==> config.mk <==
export PLATFORM = sky130hd
export DESIGN_NAME = mem_arbiter
export DESIGN_NICKNAME = d
export VERILOG_FILES = /design/src/rtl/mem_arbiter.sv
export SDC_FILE = /design/constraint.sdc
export NUM_CORES = 1
export LEC_CHECK = 0
export ABC_CLOCK_PERIOD_IN_PS = 2350
export BUFFER_PORTS_ARGS = -buffer_cell sky130_fd_sc_hd__buf_2
export CAP_MARGIN = 20
export CORE_AREA = 3 3 100 141
export DETAILED_ROUTE_END_ITERATION = 16
export DIE_AREA = 0 0 103 144
export GPL_TIMING_DRIVEN = 0
export PLACE_DENSITY = 0.79
export SKIP_CTS_REPAIR_TIMING = 1
export SLEW_MARGIN = 25
export SYNTH_ARGS = -nofsm -noshare
export SYNTH_HDL_FRONTEND = slang
export SYNTH_SLANG_ARGS = --single-unit
==> constraint.sdc <==
create_clock -name clk_i -period 2.35 [get_ports clk_i]
set_input_delay 0.5875 -clock clk_i [delete_from_list [all_inputs] [get_ports clk_i]]
set_output_delay 0.5875 -clock clk_i [all_outputs]
set_load 0.02 [all_outputs]
==> src/rtl/mem_arbiter.sv <==
// mem_arbiter: shares one single-port, variable-latency memory between the IF fetch and MEM data ports.
// Defining MEMARB_FETCH_BUF_EN adds a one-entry fetch buffer that lets repeated fetches skip memory.
module mem_arbiter #(
    parameter int ADDR_W   = 32,
    parameter int DATA_W   = 32,
    parameter int MAX_WAIT = 15
) (
    input  logic              clk_i,
    input  logic              rst_i,
    input  logic              if_req_i,
    input  logic [ADDR_W-1:0] if_addr_i,
    output logic [DATA_W-1:0] if_rdata_o,
    output logic              if_ack_o,
    output logic              if_stall_o,
    input  logic              dm_req_i,
    input  logic              dm_we_i,
    input  logic [ADDR_W-1:0] dm_addr_i,
    input  logic [DATA_W-1:0] dm_wdata_i,
    output logic [DATA_W-1:0] dm_rdata_o,
    output logic              dm_ack_o,
    output logic              dm_stall_o,
    output logic              mem_req_o,
    output logic              mem_we_o,
    output logic [ADDR_W-1:0] mem_addr_o,
    output logic [DATA_W-1:0] mem_wdata_o,
    input  logic [DATA_W-1:0] mem_rdata_i,
    input  logic              mem_ready_i,
    output logic              err_o,
    output logic [1:0]        dbg_state
);

    // Handshake: a port raises req and holds it (address/data stable) until its one-cycle ack;
    // in the ack cycle the request is ignored so it cannot be granted twice. The memory side holds
    // mem_req_o and all mem_* fields until the cycle mem_ready_i is seen high.
    typedef enum logic [1:0] {
        IDLE   = 2'd0,
        IF_ACC = 2'd1,
        DM_ACC = 2'd2
    } state_t;

    localparam logic [7:0] WAIT_LIM = 8'(MAX_WAIT);
    localparam logic [DATA_W-1:0] ABORT_WORD = DATA_W'(32'hDEAD_BEEF);

    state_t            state, state_next;
    logic              last_dm;
    logic [7:0]        wait_cnt;
    logic              if_elig, dm_elig, grant_if, grant_dm;
    logic              fetch_hit;
    logic [DATA_W-1:0] fetch_hit_data;

    assign if_stall_o = if_req_i & ~if_ack_o;
    assign dm_stall_o = dm_req_i & ~dm_ack_o;
    assign dbg_state  = state;

    assign if_elig  = if_req_i & ~if_ack_o;
    assign dm_elig  = dm_req_i & ~dm_ack_o;
    // On a tie the port that did not win last time goes first.
    assign grant_dm = dm_elig & (~if_elig | ~last_dm);
    assign grant_if = if_elig & ~grant_dm;

`ifdef MEMARB_FETCH_BUF_EN
    logic              buf_valid;
    logic [ADDR_W-1:0] buf_addr;
    logic [DATA_W-1:0] buf_data;

    assign fetch_hit      = buf_valid && (buf_addr == if_addr_i);
    assign fetch_hit_data = buf_data;
`else
    assign fetch_hit      = 1'b0;
    assign fetch_hit_data = '0;
`endif

    always_ff @(posedge clk_i or negedge rst_i) begin
        if (!rst_i) state <= IDLE;
        else        state <= state_next;
    end

    always_comb begin
        state_next = state;
        unique case (state)
            IDLE: begin
                if (grant_dm)                     state_next = DM_ACC;
                else if (grant_if && !fetch_hit)  state_next = IF_ACC;
            end
            IF_ACC, DM_ACC: begin
                if (mem_ready_i || (wait_cnt == WAIT_LIM)) state_next = IDLE;
            end
            default: state_next = IDLE;
        endcase
    end

    always_ff @(posedge clk_i or negedge rst_i) begin
        if (!rst_i) begin
            if_rdata_o  <= '0;
            if_ack_o    <= 1'b0;
            dm_rdata_o  <= '0;
            dm_ack_o    <= 1'b0;
            mem_req_o   <= 1'b0;
            mem_we_o    <= 1'b0;
            mem_addr_o  <= '0;
            mem_wdata_o <= '0;
            err_o       <= 1'b0;
            last_dm     <= 1'b0;
            wait_cnt    <= '0;
`ifdef MEMARB_FETCH_BUF_EN
            buf_valid   <= 1'b0;
            buf_addr    <= '0;
            buf_data    <= '0;
`endif
        end else begin
            if_ack_o <= 1'b0;
            dm_ack_o <= 1'b0;
            unique case (state)
                IDLE: begin
                    if (grant_dm) begin
                        mem_req_o   <= 1'b1;
                        mem_we_o    <= dm_we_i;
                        mem_addr_o  <= dm_addr_i;
                        mem_wdata_o <= dm_wdata_i;
                        wait_cnt    <= '0;
`ifdef MEMARB_FETCH_BUF_EN
                        if (dm_we_i) buf_valid <= 1'b0;
`endif
                    end else if (grant_if) begin
                        if (fetch_hit) begin
                            if_ack_o   <= 1'b1;
                            if_rdata_o <= fetch_hit_data;
                            last_dm    <= 1'b0;
                        end else begin
                            mem_req_o   <= 1'b1;
                            mem_we_o    <= 1'b0;
                            mem_addr_o  <= if_addr_i;
                            mem_wdata_o <= '0;
                            wait_cnt    <= '0;
                        end
                    end
                end
                IF_ACC: begin
                    if (mem_ready_i) begin
                        mem_req_o  <= 1'b0;
                        if_rdata_o <= mem_rdata_i;
                        if_ack_o   <= 1'b1;
                        last_dm    <= 1'b0;
`ifdef MEMARB_FETCH_BUF_EN
                        buf_valid  <= 1'b1;
                        buf_addr   <= mem_addr_o;
                        buf_data   <= mem_rdata_i;
`endif
                    end else if (wait_cnt == WAIT_LIM) begin
                        mem_req_o  <= 1'b0;
                        if_rdata_o <= ABORT_WORD;
                        if_ack_o   <= 1'b1;
                        err_o      <= 1'b1;
`ifdef MEMARB_FETCH_BUF_EN
                        buf_valid  <= 1'b0;
`endif
                    end else begin
                        wait_cnt <= wait_cnt + 8'd1;
                    end
                end
                DM_ACC: begin
                    // An aborted write leaves memory untouched, so nothing further to undo here.
                    if (mem_ready_i) begin
                        mem_req_o  <= 1'b0;
                        dm_rdata_o <= mem_we_o ? '0 : mem_rdata_i;
                        dm_ack_o   <= 1'b1;
                        last_dm    <= 1'b1;
                    end else if (wait_cnt == WAIT_LIM) begin
                        mem_req_o  <= 1'b0;
                        dm_rdata_o <= ABORT_WORD;
                        dm_ack_o   <= 1'b1;
                        err_o      <= 1'b1;
                    end else begin
                        wait_cnt <= wait_cnt + 8'd1;
                    end
                end
                default: ;
            endcase
        end
    end

endmodule

* After elaboration in Yosys (flattened, before gate mapping)
Index checks and enable logic that the tools add are counted.
Storage, ports and cells: flip-flop bits (word level) 144, memories 0, output and inout bits 137, latch bits 0, word-level logic and storage cells 80, input port bits 134, ROM bits 0, memory bits (writable) 0
Operators by class: add/subtract/negate cells 1, div/mod/pow operators 0, muxes and demuxes 31, eq/ne operators 10, shift operators 0, $lt $le $gt $ge 0, reductions and logical operators 15, bitwise gates (word level) 11, multipliers 0
Operators with widths (count):
- $mux 32 | 8
- $mux 8 | 4
- $pmux 8 s2 | 1
- $mux 1 | 12
- $reduce_and 3->1 | 3
- $add 8x1->8 const B | 1
- $eq 8x4->1 const B | 1
- $ne 2x2->1 const B | 4
- $reduce_and 2->1 | 4
- $reduce_bool 2->1 | 4
- $mux 2 | 3
- $not 1->1 | 6
- $and 1x1->1 | 4
- $pmux 1 s2 | 2
- $pmux 2 s2 | 1
- $reduce_and 4->1 | 1
- $ne 3x1->1 const B | 1
- $ne 3x3->1 const B | 1
- $eq 2x1->1 const B | 1
- $eq 2x2->1 const B | 1
- $logic_not 2->1 | 1
- $ne 2x1->1 const B | 1
- $reduce_or 2->1 | 1
- $logic_or 1x1->1 | 1
- $or 1x1->1 | 1

* Longest topological paths before layout
depth after elaboration 10, depth in mapped cells 9, gate-level depth less buffers 6

* Worst setup path after synthesis
Ideal clock, no wire load.
kind register to register, from reg state[0] (netlist: dbg_state[0]), to reg wait_cnt[0], stages on the path, launching flop included 7, buffers on the path 0, setup slack 0.451 ns, arrival 1.775 ns, required time 2.226 ns, clock period less this slack 1.899 ns, library setup time 0.124 ns, cell sequence dfrtp_1 -> inv_1 -> ha_1 -> nand2b_1 -> a32oi_1 -> o21ai_0 -> a211o_1
Between the ends: cells in the longest elaborated chain, start to end 4, elaborated cells between the ends (all ways) 10, classes of those cells eq/ne: 5; mux: 1; reduce/logical: 4
RTL lines:
- from (decl) | RTL line 44 | state_t state, state_next;
- from (signal assigned) | RTL line 75 | else state <= state_next;
- $eq 2x1->1 or $eq 2x2->1 (tied branches) | RTL line 113 | unique case (state)
- $reduce_or 2->1 (no source line)
- $ne 2x2->1 (no source line) or $reduce_bool 2->1 (tied branches)
- $reduce_and 4->1 (no source line)
- to (signal assigned) | RTL line 158 | wait_cnt <= wait_cnt + 8'd1;
- to (signal assigned) | RTL line 174 | wait_cnt <= wait_cnt + 8'd1;
- to (decl) | RTL line 46 | logic [7:0] wait_cnt;
Several ways; a longest one is shown, not always the timed one. A chain may end at the register's enable or synchronous reset.

* Worst setup path after layout
from reg if_ack_o, to reg mem_addr_o[15]
Between the ends: cells in the longest elaborated chain, start to end 9, elaborated cells between the ends (all ways) 10, classes of those cells mux: 1; bitwise: 7; reduce/logical: 2
RTL lines:
- from (decl) | RTL line 13 | output logic if_ack_o,
- from (signal assigned) | RTL line 95 | if_ack_o <= 1'b0;
- from (signal assigned) | RTL line 111 | if_ack_o <= 1'b0;
- from (signal assigned) | RTL line 126 | if_ack_o <= 1'b1;
- $not 1->1 * | RTL line 55 | assign if_elig = if_req_i & ~if_ack_o;
- $and 1x1->1 * | RTL line 55
- $not 1->1 | RTL line 58 | assign grant_dm = dm_elig & (~if_elig | ~last_dm);
- $or 1x1->1 | RTL line 58
- $and 1x1->1 | RTL line 58
- $not 1->1 | RTL line 59 | assign grant_if = if_elig & ~grant_dm;
- $and 1x1->1 | RTL line 59
- $reduce_bool 2->1 (no source line)
- $reduce_and 2->1 (no source line)
- to (signal assigned) | RTL line 118 | mem_addr_o <= dm_addr_i;
- to (signal assigned) | RTL line 132 | mem_addr_o <= if_addr_i;
- to (decl) | RTL line 24 | output logic [ADDR_W-1:0] mem_addr_o,
Mark *: on every way between the ends. The rest lies on a longest branch, timed or not.

==> flow_metrics.env <==
export IMPL_drt_antenna_violating_nets=0
export IMPL_fin_ws_ns=0.208
export IMPL_die_height_um=144
export IMPL_worstSetupEndpointType="flop"
export IMPL_grt_usage=0.237
export IMPL_fmax_ghz=0.467
export IMPL_post_route_period_util=0.912
export IMPL_cp_startpoint="if_ack_o"
export IMPL_nets=925
export IMPL_ys_seq_area_frac=0.597
export IMPL_critPathLaunchType="flop"
export IMPL_fin_area_um2=8290
export IMPL_p_leak_nw=4.25
export IMPL_dieArea_um2=14800
export IMPL_placed_area_um2=7610
export IMPL_grt_pass1_wl_um=27400
export IMPL_cts_sinks=144
export IMPL_syn_avg_cell_area_um2=12.2
export IMPL_syn2layout_area_growth_pct=37.2
export IMPL_dp_slack_ns=-0.0669
export IMPL_fill_cells=1048
export IMPL_slew_violations=0
export IMPL_cp_max_fo=10
export IMPL_yosys_warnings=0
export IMPL_route_detailed_wl_per_inst_um=18.4
export IMPL_cp_required_ns=2.66
export IMPL_crit_arrival_ns=2.45
export IMPL_drive_above_1_share=0.415
export IMPL_tns_ns=0
export IMPL_maxCapViolations=0
export IMPL_cts_htree_levels=4
export IMPL_via_per_inst=5.44
export IMPL_hold_viol=0
export IMPL_synth_edf_count=0
export IMPL_worstHoldPathType="in2async"
export IMPL_relSlewSlack=0.659
export IMPL_placedCellCount=920
export IMPL_tightest_slew_ns=0.511
export IMPL_status="finished, final reports clean"
export IMPL_cts_tree="done"
export IMPL_ios=271
export IMPL_cts_buffer_depth=2
export IMPL_period_needed_ns=2.14
export IMPL_die_w_um=103
export IMPL_rows=49
export IMPL_synth_cell_types=44
export IMPL_drc=0
export IMPL_async_flop_share=1.00
export IMPL_clock_latency_ns=0.40
export IMPL_synth_nets=637
export IMPL_finalNonFillerCells=952
export IMPL_drtPass1Iterations=4
export IMPL_antenna_found_initial=0
export IMPL_clock_root_buffer="clkbuf_16"
export IMPL_r2r_start="if_ack_o"
export IMPL_drt_iter0_drc=137
export IMPL_coreArea_um2=12900
export IMPL_power_density_nw_per_um2=1550
export IMPL_finalSetupViolCount=0
export IMPL_peakVddDrop_uv=811
export IMPL_synth_area_um2=6040
export IMPL_path_class="reg2reg"
export IMPL_wirelength_um=17600
export IMPL_post_dp_hpwl_um=13300
export IMPL_cts_reportedPaths_clkPinSlew_ns=0.06
export IMPL_gp_congestion=0.870
export IMPL_grt_overflow=0
export IMPL_grt_max_degree=78
export IMPL_rsz0062_at_grt="no"
export IMPL_clock_skew_ns=0.00914
export IMPL_synth_ff_latch_count=144
export IMPL_synthFlopType="dfrtp_1"
export IMPL_initial_core_util=0.469
export IMPL_p_total_mw=12.9
export IMPL_port_buffers=269
export IMPL_vias=5178
export IMPL_grt_pass1_vias=5464
export IMPL_cts_made_buffers=17
export IMPL_synth_cells=497
## synthesized netlist by cell type, types with 2 or more instances
cell type,count,area [um^2]
nand3_1,3,15.0
inv_1,15,56.3
and2_1,3,18.8
nor2_1,3,11.3
buf_4,6,45.0
a22oi_1,2,15.0
ha_1,6,75.1
nand4b_1,8,70.1
o21ai_0,46,230
o22a_1,49,429
nand2_1,43,161
nand2b_1,4,25.0
mux2i_1,32,320
nand4_1,2,12.5
o41ai_1,3,26.3
clkbuf_1,18,67.6
buf_2,8,40.0
a22o_1,44,385
buf_6,4,45.0
nor2b_1,24,150
a21oi_1,8,40.0
dfrtp_1,144,3600
## metal layers
metal / wire, um / vias up / GRT usage
met4: 526 / 0 / 0.0962
met3: 945 / 42 / 0.0589
met2: 9350 / 227 / 0.410
li1: - / 2387 / -
met1: 6730 / 2522 / 0.281
met5: 0 / - / 0
## layout by cell type (no fill, tap or decap), types with 2 or more instances in the layout
| master | Yosys | routed |
|---|---|---|
| bufinv_16 | 0 | 5 |
| nor2_1 | 3 | 3 |
| a22o_1 | 44 | 44 |
| o21ai_0 | 46 | 46 |
| buf_4 | 6 | 6 |
| o41ai_1 | 3 | 3 |
| buf_2 | 8 | 276 |
| buf_6 | 4 | 4 |
| clkbuf_1 | 18 | 17 |
| nand2b_1 | 4 | 4 |
| clkinvlp_4 | 0 | 2 |
| inv_6 | 0 | 5 |
| ha_1 | 6 | 6 |
| nand4b_1 | 8 | 8 |
| nand3_1 | 3 | 3 |
| and2_1 | 3 | 3 |
| nand2_1 | 43 | 43 |
| nor2b_1 | 24 | 24 |
| a21oi_1 | 8 | 8 |
| o22a_1 | 49 | 49 |
| inv_1 | 15 | 15 |
| mux2i_1 | 32 | 32 |
| a22oi_1 | 2 | 2 |
| clkbuf_16 | 0 | 17 |
| dfrtp_1 | 144 | 144 |
| nand4_1 | 2 | 2 |
## area by class of cell
cell class	instances	area [um^2]	area share
flip-flops and latches	144	3600	0.435
multi-input cells	299	2170	0.262
repair buffers	270	1380	0.167
clock buffers	18	439	0.0530
clock inverters	14	225	0.0272
plain buffers	37	203	0.0245
well taps	153	191	0.0231
inverters	16	62.6	0.00755
diodes	1	2.50	0.000302
## metrics by stage
| step | utilization | hold WS (ns) |
|---|---|---|
| 2_1_floorplan | - | 0.292 |
| 3_3_place_gp | 0.589 | 0.460 |
| 3_5_place_dp | 0.591 | 0.465 |
| 4_1_cts | 0.643 | 0.123 |
| 5_1_grt | 0.643 | 0.137 |
| 6_report | 0.644 | 0.111 |
## state kept, by name, summed over array words and instances (netlist names)
name,flops
mem_addr_o,32
mem_we_o,1
mem_req_o,1
dbg_state,2
last_dm,1
dm_ack_o,1
wait_cnt,8
dm_rdata_o,32
if_ack_o,1
mem_wdata_o,32
if_rdata_o,32
err_o,1
## final timing paths
kind	endpoint	depth (start not counted)	slack, ns
setup / recovery	mem_addr_o[15]	7	0.21
hold / removal	mem_addr_o[19]	1	0.11
setup reg to reg	mem_addr_o[15]	7	0.21
hold reg to reg	mem_addr_o[12]	2	0.47
max in group asynchronous	if_rdata_o[1]	2	1.48
min in group clk_i	mem_wdata_o[11]	2	0.39
## kinds of logic (layout without fill, tap and decap cells)
kind of cell / Yosys count / in the layout / share of synthesized area
AO/OA/AOI/OAI: 163 / 163 / 0.204
adder cells (fa/ha/maj): 6 / 6 / 0.0124
buffers and inverters: 54 / 355 / 0.0445
flip-flops: 144 / 144 / 0.597
multiplexers: 32 / 32 / 0.0530
other: 0 / 1 / 0
AND/OR/NAND/NOR: 98 / 98 / 0.0895
## where the power goes
group | internal (mW) | total (mW) | switching, mW
combinational | 2.06 | 5.52 | 3.46
clock | 1.94 | 3.00 | 1.07
sequential | 3.64 | 4.34 | 0.695
total | 7.64 | 12.9 | 5.22
## worst max-delay path, stage by stage, from the launching register on
cell and delay (ns):
dfrtp_1 0.38, nand2b_1 0.26, inv_1 0.13, o21ai_2 0.38, buf_2 0.42, buf_2 0.29, nand2_1 0.08, o21ai_0 0.09
No activity file was read; power rests on OpenSTA's default activity.
